===== src/rtl/mem_wb_stage.sv =====
// MEM/WB pipeline register and write-back selector.
// Aligns and extends load data using big-endian byte lanes, then picks the
// write-back source. Flags misaligned loads and counts retired instructions.
// The register file commits these outputs on the following negedge.
module mem_wb_stage #(
    parameter int DATA_W = 32,
    parameter int REG_AW = 5,
    parameter int CNT_W  = 32
) (
    input  logic              clk,
    input  logic              reset,
    input  logic              stall,
    input  logic              flush,
    input  logic              in_valid,
    input  logic              in_regwrite,
    input  logic              in_memtoreg,
    input  logic              in_jal,
    input  logic [2:0]        in_load_type,
    input  logic [1:0]        in_addr_lo,
    input  logic [DATA_W-1:0] in_alu_result,
    input  logic [DATA_W-1:0] in_mem_rdata,
    input  logic [DATA_W-1:0] in_pc_plus4,
    input  logic [REG_AW-1:0] in_write_reg,
    output logic              RegWrite,
    output logic [REG_AW-1:0] WriteRegister,
    output logic [DATA_W-1:0] WriteData,
    output logic              wb_valid,
    output logic              align_err,
    output logic              align_err_sticky,
    output logic [CNT_W-1:0]  retired
);

    localparam logic [2:0] LT_LB  = 3'b001;
    localparam logic [2:0] LT_LBU = 3'b010;
    localparam logic [2:0] LT_LH  = 3'b011;
    localparam logic [2:0] LT_LHU = 3'b100;
    localparam logic [REG_AW-1:0] RA_REG = REG_AW'(31);

    // Select the addressed byte/halfword (byte 0 is the MSB lane) and extend it.
    // Undefined load types fall through to the full-word path.
    function automatic logic [DATA_W-1:0] load_extend(
        input logic [2:0]        lt,
        input logic [1:0]        a,
        input logic [DATA_W-1:0] w
    );
        logic [7:0]  b;
        logic [15:0] h;
        case (a)
            2'd0:    b = w[31:24];
            2'd1:    b = w[23:16];
            2'd2:    b = w[15:8];
            default: b = w[7:0];
        endcase
        h = a[1] ? w[15:0] : w[31:16];
        case (lt)
            LT_LB:   load_extend = {{(DATA_W-8){b[7]}}, b};
            LT_LBU:  load_extend = {{(DATA_W-8){1'b0}}, b};
            LT_LH:   load_extend = {{(DATA_W-16){h[15]}}, h};
            LT_LHU:  load_extend = {{(DATA_W-16){1'b0}}, h};
            default: load_extend = w;
        endcase
    endfunction

    // Halfword loads need an even address; word (and undefined) loads need a zero offset.
    function automatic logic load_misaligned(
        input logic [2:0] lt,
        input logic [1:0] a
    );
        case (lt)
            LT_LB, LT_LBU: load_misaligned = 1'b0;
            LT_LH, LT_LHU: load_misaligned = a[0];
            default:       load_misaligned = (a != 2'd0);
        endcase
    endfunction

    logic [REG_AW-1:0] dest;
    logic [DATA_W-1:0] data;
    logic              err;
    logic              we;

    logic              regwrite_p1;
    logic [REG_AW-1:0] wreg_p1;
    logic [DATA_W-1:0] wdata_p1;
    logic              vld_p1;
    logic              err_p1;
    logic              sticky_p1;
    logic [CNT_W-1:0]  retired_p1;

    // MEM stage: destination, write-back source, alignment check and write enable.
    always_comb begin
        dest = in_jal ? RA_REG : in_write_reg;
        data = in_jal      ? in_pc_plus4 :
               in_memtoreg ? load_extend(in_load_type, in_addr_lo, in_mem_rdata) :
                             in_alu_result;
        err  = in_valid & in_memtoreg & load_misaligned(in_load_type, in_addr_lo);
        we   = in_valid & in_regwrite & (dest != '0) & ~err;
    end

    // MEM -> WB register: reset clears all, flush inserts a bubble, stall holds.
    always_ff @(posedge clk) begin
        if (reset) begin
            regwrite_p1 <= 1'b0;
            wreg_p1     <= '0;
            wdata_p1    <= '0;
            vld_p1      <= 1'b0;
            err_p1      <= 1'b0;
            sticky_p1   <= 1'b0;
            retired_p1  <= '0;
        end else if (flush) begin
            regwrite_p1 <= 1'b0;
            wreg_p1     <= '0;
            wdata_p1    <= '0;
            vld_p1      <= 1'b0;
            err_p1      <= 1'b0;
        end else if (!stall) begin
            regwrite_p1 <= we;
            wreg_p1     <= dest;
            wdata_p1    <= data;
            vld_p1      <= in_valid;
            err_p1      <= err;
            sticky_p1   <= sticky_p1 | err;
            retired_p1  <= retired_p1 + CNT_W'(in_valid);
        end
    end

    assign RegWrite         = regwrite_p1;
    assign WriteRegister    = wreg_p1;
    assign WriteData        = wdata_p1;
    assign wb_valid         = vld_p1;
    assign align_err        = err_p1;
    assign align_err_sticky = sticky_p1;
    assign retired          = retired_p1;

endmodule


===== config.mk =====
export PLATFORM = sky130hd
export DESIGN_NAME = mem_wb_stage
export DESIGN_NICKNAME = d
export VERILOG_FILES = /design/src/rtl/mem_wb_stage.sv
export SDC_FILE = /design/constraint.sdc
export NUM_CORES = 1
export LEC_CHECK = 0
export CAP_MARGIN = 15
export CORE_MARGIN = 5
export CORE_UTILIZATION = 43
export CTS_CLUSTER_DIAMETER = 100
export DETAILED_ROUTE_END_ITERATION = 8
export GPL_TIMING_DRIVEN = 0
export PLACE_DENSITY = 0.79
export SETUP_SLACK_MARGIN = 0.1
export SYNTH_ARGS = -nofsm -noshare
export SYNTH_HDL_FRONTEND = slang
export SYNTH_SLANG_ARGS = --single-unit

===== constraint.sdc =====
create_clock -name clk -period 2.7 [get_ports clk]
set_input_delay 0.675 -clock clk [delete_from_list [all_inputs] [get_ports clk]]
set_output_delay 0.675 -clock clk [all_outputs]
set_load 0.02 [all_outputs]

==> impl_metrics.ini, run 1 <==
[cts]
cts_tree = built
clk_pin_slew_worst_paths_ns = 0.09
clock_path_buffers = 2
cts_sinks = 73
cts_made_buffers = 9
cts-root-buf = clkbuf_8
htreeDepth = 3
clock_latency_ns = 0.35

[critical_path]
crit_type = input pin to flip-flop
path_max_fanout = 6
cp-start-kind = input pin
required_ns = 2.90
crit_arrival_ns = 2.75
reg2regPathDepth = 7
setup.worst_path.end_class = flip-flop
reg2reg_slack_ns = 0.46

[power_and_ir_drop]
p_per_area_nw_per_um2 = 410.0
power_mw = 2.732
power.leakage_nw = 2.249
irDropWorstVdd_uv = 271.0

[sta]
holdWs_ns = 0.4776
setup_violations = 0
fmax_ghz = 0.3925
rsz0062_at_grt = false
fin_crit_sh = 0.9436
finalHoldViolations = 0
clock_skew_ns = 0.009057
slew_headroom = 0.5442
maxSlewViolCount = 0
worst_pin_slew_ns = 0.6837
period_minus_slack_ns = 2.548
worst_slack_ns = 0.1524

[floorplanning]
rows = 36
start_util = 0.4423
io_pins = 187
die_area_um2 = 12160
die_w_um = 110.3
core_um2 = 9774
die_h_um = 110.3

[route]
met3_length_mm = 1.809
drc_errors = 0
wl_per_cell_um = 20.88
wl_met1_mm = 7.213
dr_wl_met2_mm = 8.673
dr.max_layer_used = met4
first_iter_violations = 517
wl_mm = 18.27
via_per_inst = 6.160
ant_nets = 0
dr.pass1.iters = 5
vias = 5390

[logic_synthesis]
yosysTopAreaCellShare = 0.3381
synthFlopType = dfxtp_1
synth-edff-count = 0
async_flop_share = 0
ys_ff_latch = 73
yosysWarnings = 0
synth_nets = 656
syn_inst = 540
postSynthAreaPerCell_um2 = 8.005
synth_cell_types = 64
synth_largest_area_cell = dfxtp_1
syn_area_um2 = 4323
synth-seq-area-share = 0.3381
synthTopCellsByArea = dfxtp_1, a21oi_1, a311oi_1

[final_layout]
diodes = 0
post-route-util = 0.6818
drive_gt1_frac = 0.09299
final_cells = 875
final_nets = 854
syn2layout_area_growth_pct = 54.15

[grt]
grt_max_degree = 14
antenna_found_initial = 0
grt_pass1_wl_mm = 27.43
grt_overflow = 0
track_usage = 0.2940
grt_pass1_vias = 5287

[placed_design]
dp_hpwl_mm = 13.98
gp_congestion = 0.9814
post-place-ws_ns = -0.5721
dpl.cell_count = 858
portBuffers = 185

[run]
max-cap-violations = 0

[status]
status = finished, final reports clean

[min_path]
holdPathStages = 2
min_path_type = flip-flop to flip-flop
critical path, cell delays in order:
cell and delay [ns]:
clkdlybuf4s50_1 0.54, mux4_2 0.58, nand2b_1 0.18, a311oi_2 0.63, a2bb2oi_1 0.15
timing repair:
item | in CTS | in global routing
hold buffers | 0 | 0
setup endpoints to repair | 43 | 24
pin swaps | 2 | 0
gates resized for setup | 13 | 16
endpoints found under the hold margin | 0 | 0
cloned | 0 | 0
setup buffers | 2 | 0
path summary, 6_finish.rpt:
kind	start	to
worst max register to register	retired[0]	retired[30]
worst max-delay path	in_addr_lo[1]	WriteData[8]
worst min register to register	align_err	align_err
worst min-delay path	align_err	align_err
cells in the mapped netlist (2+ instances only):
| master | instances |
|---|---|
| a21boi_0 | 2 |
| a21oi_1 | 63 |
| a221oi_1 | 15 |
| dfxtp_1 | 73 |
| and3_1 | 2 |
| nor3_1 | 6 |
| clkbuf_1 | 31 |
| a311oi_1 | 24 |
| nand2b_1 | 2 |
| nor2_1 | 42 |
| a22oi_1 | 6 |
| o22ai_1 | 7 |
| buf_1 | 3 |
| and4_1 | 2 |
| or2_2 | 4 |
| inv_1 | 18 |
| or3_1 | 14 |
| a222oi_1 | 6 |
| o21ai_0 | 21 |
| or3b_2 | 2 |
| or4_1 | 15 |
| ha_1 | 2 |
| o21bai_1 | 16 |
| nand3_1 | 11 |
| o211ai_1 | 4 |
| o31ai_1 | 12 |
| o221a_2 | 4 |
| buf_2 | 7 |
| nand4_1 | 6 |
| xor2_1 | 5 |
| a31oi_1 | 2 |
| a2bb2oi_1 | 7 |
| nor2b_1 | 14 |
| xnor2_1 | 5 |
| nand2_1 | 49 |
| mux2_2 | 10 |
per-stage QoR:
step | setup TNS [ns] | area [um2]
final | 0 | 6664
after global routing | 0 | 6664
after CTS | 0 | 6619
after detailed placement | -21.88 | 6346
after global placement | -23.32 | 6341
after floorplan | 0 | 4323
area by class of cell:
type                       count  area (um2)
buffer                        43       195.2
clock buffer                   9       123.9
clock inverter                 6       92.59
fill                         850        3110
inverter                      18       67.56
multi-input combinational    406        2694
sequential                    73        1461
tap                          133       166.4
timing repair buffer         187        1863
metal layers:
layer  up-vias  track usage
li1       2450            -
met5         -            0
met4         0       0.1108
met3        45      0.07280
met2       329       0.4974
met1      2566       0.3603
cell usage in the layout, fill, tap and decap left out, types with 5 or more instances in the layout:
cell               n
o21ai_0           21
nand2_1           49
buf_2              7
o22ai_1            7
clkdlybuf4s50_1  182
or4_1             15
clkbuf_1          25
a221oi_1          15
a21oi_1           63
clkbuf_2           5
nand3_1           11
clkbuf_8           9
a311oi_1          23
xor2_1             5
nor2b_1           13
nor2_1            42
a22oi_1            6
a222oi_1           6
mux2_2            10
inv_1             18
nand4_1            6
o31ai_1           12
a2bb2oi_1          7
xnor2_1            5
or3_1             14
dfxtp_1           73
o21bai_1          16
kinds of logic after synthesis:
kind of cell               Yosys count  share of synthesized area
DFF                                 73                     0.3381
xor gates and xnor gates            10                    0.02026
buffers and inverters               61                    0.05760
and+or+nand+nor                    181                     0.2237
adders and majority gates            2                   0.005788
AOI/OAI and AO/OA                  202                     0.3233
muxes                               11                    0.03126
registers in the layout, indices dropped and copies added, names as in the netlist:
signal,flops
align_err_sticky,1
WriteRegister,5
retired,32
align_err,1
WriteData,32
wb_valid,1
RegWrite,1
where the power goes:
group	switching [mW]	total [mW]	leakage, nW	internal [mW]
combinational	0.322	0.629	1.55	0.306
sequential	0.0196	1.12	0.592	1.10
clock	0.461	0.981	0.102	0.521
total	0.803	2.73	2.25	1.93
Power figures use the tool's default switching activity.
==> run 2, diff against run 1 <==
clock period = 2.9 ns   (was 2.7 ns; I/O delays follow)
==> run 2 against run 1 <==
Net effect: cell area shrank 0.11%; via count decreased by 0.13%; sequential cell count unchanged; die area did not move; clock skew decreased by 0.0016 ns; core utilization decreased by 0.077 points; global-route usage is 0.16 points lower; critical path type unchanged; critical endpoint is now WriteData[1]; highest routed layer unchanged.
==> impl_metrics.ini, run 2 (same netlist as run 1, synthesis figures left out) <==
[critical_path]
cp-start-kind = input pin
reg2reg_to = retired[31]
rr_startpoint = retired[12]
crit_end = WriteData[1]
cpMaxStageDelayCell = clkdlybuf4s50_1
critPathBufInv = 2
cp_num_cells = 6
reg2regPathDepth = 5
cpPeakStageDelay_ns = 0.54
cp_top_family = buffers and inverters
setup.worst_path.end_class = flip-flop
cp-startpoint = in_load_type[2]
crit_arrival_ns = 2.97
required_ns = 3.12
path_cells = clkdlybuf4s50_1 > clkbuf_1 > nor4b_2 > a31oi_2 > a221oi_1 > o22ai_1
crit_type = input pin to flip-flop
path_max_fanout = 10
reg2reg_slack_ns = 0.66

[sta]
rsz0062_at_grt = false
fin_crit_sh = 0.9499
setup_tns_ns = 0
slew_headroom = 0.4344
worst_pin_slew_ns = 0.8419
fmax_ghz = 0.3630
setup_violations = 0
finalHoldViolations = 0
clock_skew_ns = 0.007448
maxSlewViolCount = 0
period_minus_slack_ns = 2.755
worst_slack_ns = 0.1454

[cts]
htreeDepth = 3
cts-root-buf = clkbuf_8
cts_made_buffers = 9
clock_latency_ns = 0.35
clk_pin_slew_worst_paths_ns = 0.09
cts_sinks = 73
clock_path_buffers = 2
cts_tree = built

[grt]
grt_pass1_vias = 5242
grt_overflow = 0
track_usage = 0.2924
antenna_found_initial = 0
grt_pass1_wl_mm = 27.26
grt_max_degree = 14

[power_and_ir_drop]
clkPwrFrac = 0.358
power_frac_comb = 0.230
p_int_mw = 1.796
power_frac_seq = 0.411
p_per_area_nw_per_um2 = 381.5
power.leakage_nw = 2.251
p_switching_mw = 0.7430
irDropWorstVdd_uv = 251.8
switching_share = 0.2926

[route]
first_iter_violations = 457
wl_mm = 18.27
vias = 5383
dr.pass1.iters = 5
drc_errors = 0
ant_nets = 0
wl_per_cell_um = 20.86
via_per_inst = 6.145

[placed_design]
gp_congestion = 0.9814
portBuffers = 185
dp_hpwl_mm = 13.98
post-place-ws_ns = -0.4221

[final_layout]
diodes = 0
syn2layout_area_growth_pct = 53.98
drive_gt1_frac = 0.08614
multi_input_area_um2 = 2674
fillers = 832
final_cell_mix = clkdlybuf4s50_1, dfxtp_1, a21oi_1, nand2_1, nor2_1
regArea_um2 = 1461
final_common_cell = clkdlybuf4s50_1
final_nets = 855

[floorplanning]
core_um2 = 9774
die_h_um = 110.3
die_area_um2 = 12160
rows = 36
io_pins = 187
die_w_um = 110.3
start_util = 0.4423

[min_path]
min_path_type = flip-flop to flip-flop

[status]
status = finished, final reports clean

[run]
max-cap-violations = 0
[run 2: repair_timing]
| item | in CTS | in global routing |
|---|---|---|
| endpoints found under the hold margin | 0 | 0 |
| gates resized for setup | 6 | 11 |
| buffers inserted | 1 | 2 |
| setup endpoints to repair | 29 | 36 |
| pin swaps | 0 | 2 |
| hold buffers | 0 | 0 |
[run 2: tightest hold or removal path, cell delays in order (launching register included)]
cell     delay [ns]
dfxtp_1        0.32
nand2_1        0.06
a21oi_1        0.05
[run 2: how the worst min path moves through the flow]
stage	depth (start not counted)	endpoint	startpoint
floorplan	2	RegWrite	RegWrite
global placement	2	align_err	align_err
detailed placement	2	align_err	align_err
CTS	2	align_err	align_err
global route	2	align_err	align_err
finish	2	align_err	align_err
[run 2: routing by layer]
layer,global-route usage,vias to the layer above,share of wire
li1,-,2448,-
met1,0.3617,2531,0.39
met2,0.4883,347,0.46
met3,0.07222,57,0.11
met4,0.1152,0,0.036
met5,0,-,0
[run 2: power by group through the flow]
stage | Clock (mW) | Combinational, mW | Sequential (mW)
floorplan | 0 | 0.220 | 1.09
global placement | 0 | 0.554 | 1.07
detailed placement | 0 | 0.560 | 1.07
CTS | 0.915 | 0.566 | 1.04
global route | 0.970 | 0.615 | 1.05
finish | 0.910 | 0.585 | 1.04
[run 2: layout make-up]
type | instances | area share
clock inverter | 6 | 0.01391
buffer | 43 | 0.02876
sequential | 73 | 0.2195
inverter | 18 | 0.01015
multi-input combinational | 406 | 0.4017
clock buffer | 9 | 0.01861
tap | 133 | 0.02500
timing repair buffer | 188 | 0.2823
[run 2: stage by stage]
| stage | util | instance area (um2) | total power [mW] | hold WS, ns | instances |
|---|---|---|---|---|---|
| 4_1_cts | 0.6747 | 6595 | 2.526 | 0.4767 | 874 |
| 5_1_grt | 0.6810 | 6656 | 2.632 | 0.5010 | 876 |
| 3_5_place_dp | 0.6493 | 6346 | 1.627 | 0.4662 | 858 |
| 3_3_place_gp | 0.6487 | 6341 | 1.621 | 0.4555 | 858 |
| 2_1_floorplan | - | 4323 | 1.314 | 0.5405 | 540 |
| 6_report | 0.6810 | 6656 | 2.539 | 0.4716 | 876 |
==> run 3, diff against run 2 <==
CORE_MARGIN = unset   (was 5)
SKIP_CTS_REPAIR_TIMING = 1   (was unset)
==> run 3 against run 2 <==
Net effect: die area decreased by 14%; sequential share of layout area about the same; cell area about the same; core utilization decreased by 0.064 points; cell count increased by 0.34%; clock power decreased by 5.3%; total power decreased by 2.2%; global-route usage increased by 3.6 points; via count increased by 0.28%; maximum frequency increased by 1.5%; critical path type unchanged.
==> impl_metrics.ini, run 3 (same netlist as run 1, synthesis figures left out) <==
[final_layout]
drive_gt1_frac = 0.08981
regArea_um2 = 1461
syn2layout_area_growth_pct = 53.84
final_nets = 857
final_common_cell = clkdlybuf4s50_1
final_cells = 879
diodes = 0
multi_input_area_um2 = 2668
fillers = 838
fin_area_um2 = 6650
post-route-util = 0.6804
final_cell_mix = clkdlybuf4s50_1, dfxtp_1, a21oi_1, nand2_1, nor2_1

[run]
max-cap-violations = 0

[critical_path]
required_ns = 3.18
crit_type = input pin to flip-flop
crit_arrival_ns = 3.00
reg2reg_slack_ns = 0.60
path_max_fanout = 10
cp-start-kind = input pin
setup.worst_path.end_class = flip-flop

[cts]
cts_made_buffers = 9
clk_pin_slew_worst_paths_ns = 0.09
cts_sinks = 73
cts-root-buf = clkbuf_8
clock_latency_ns = 0.35
clock_path_buffers = 2
cts_tree = built
htreeDepth = 3

[grt]
track_usage = 0.3287
grt_max_degree = 14
grt_overflow = 0
grt_pass1_vias = 5026
antenna_found_initial = 0
grt_pass1_wl_mm = 26.20

[sta]
maxSlewViolCount = 0
finalHoldViolations = 0
worst_pin_slew_ns = 0.7877
setup_tns_ns = 0
fin_crit_sh = 0.9362
setup_violations = 0
clock_skew_ns = 0.01164
worst_slack_ns = 0.1851
rsz0062_at_grt = false
period_minus_slack_ns = 2.715
slew_headroom = 0.4738
holdWs_ns = 0.4739
fmax_ghz = 0.3683

[route]
vias = 5398
via_per_inst = 6.141
dr.pass1.iters = 6
wl_mm = 17.38
ant_nets = 0
first_iter_violations = 502
drc_errors = 0
wl_per_cell_um = 19.77

[power_and_ir_drop]
p_per_area_nw_per_um2 = 373.6
power.leakage_nw = 2.262
power_mw = 2.484
irDropWorstVdd_uv = 276.0

[placed_design]
dpl.cell_count = 859
portBuffers = 185
gp_congestion = 0.9228
dpl_cell_area_um2 = 6346
dp_hpwl_mm = 12.93
post-place-ws_ns = -0.4270

[floorplanning]
start_util = 0.4423
die_w_um = 102.3
rows = 36
die_area_um2 = 10460
io_pins = 187
die_h_um = 102.3
core_um2 = 9774

[status]
status = finished, final reports clean

[min_path]
min_path_type = flip-flop to flip-flop
## run 3: cell types whose count changed in the layout (fill, tap and decap cells not counted), sizes merged
cell and change:
buf +4, clkinv +1, clkinvlp -1, bufinv -1
## run 3: final timing paths
kind | start | cells after the start | end
max reg2reg | retired[12] | 5 | retired[27]
min reg2reg | align_err | 2 | align_err
max | in_load_type[1] | 7 | WriteData[11]
min | align_err | 2 | align_err
## run 3: worst max-delay path, cell delays in order
cell and delay (ns):
clkdlybuf4s50_1 0.55, buf_2 0.27, clkbuf_1 0.40, nand2_1 0.11
o21ai_1 0.52, a222oi_1 0.21, a2bb2oi_1 0.22
## run 3: where the power goes
part | leakage, nW | switching (mW) | internal, mW
Clock | 0.100 | 0.434 | 0.428
Combinational | 1.57 | 0.293 | 0.285
Sequential | 0.592 | 0.0174 | 1.03
## run 3: final cells by class
class                   count  share of cell area
plain buffers              43             0.02860
clock buffers              11             0.02126
clock inverters             5            0.009595
inverters                  18             0.01016
multi-input cells         406              0.4011
flip-flops and latches     73              0.2198
well taps                 133             0.02502
repair buffers            190              0.2845
## run 3: per-layer routing
metal | vias to the layer above | part of all wire | GRT usage
li1 | 2460 | - | -
met1 | 2534 | 0.39 | 0.4236
met2 | 366 | 0.48 | 0.5287
met3 | 38 | 0.10 | 0.07387
met4 | 0 | 0.024 | 0.1385
met5 | - | 0 | 0
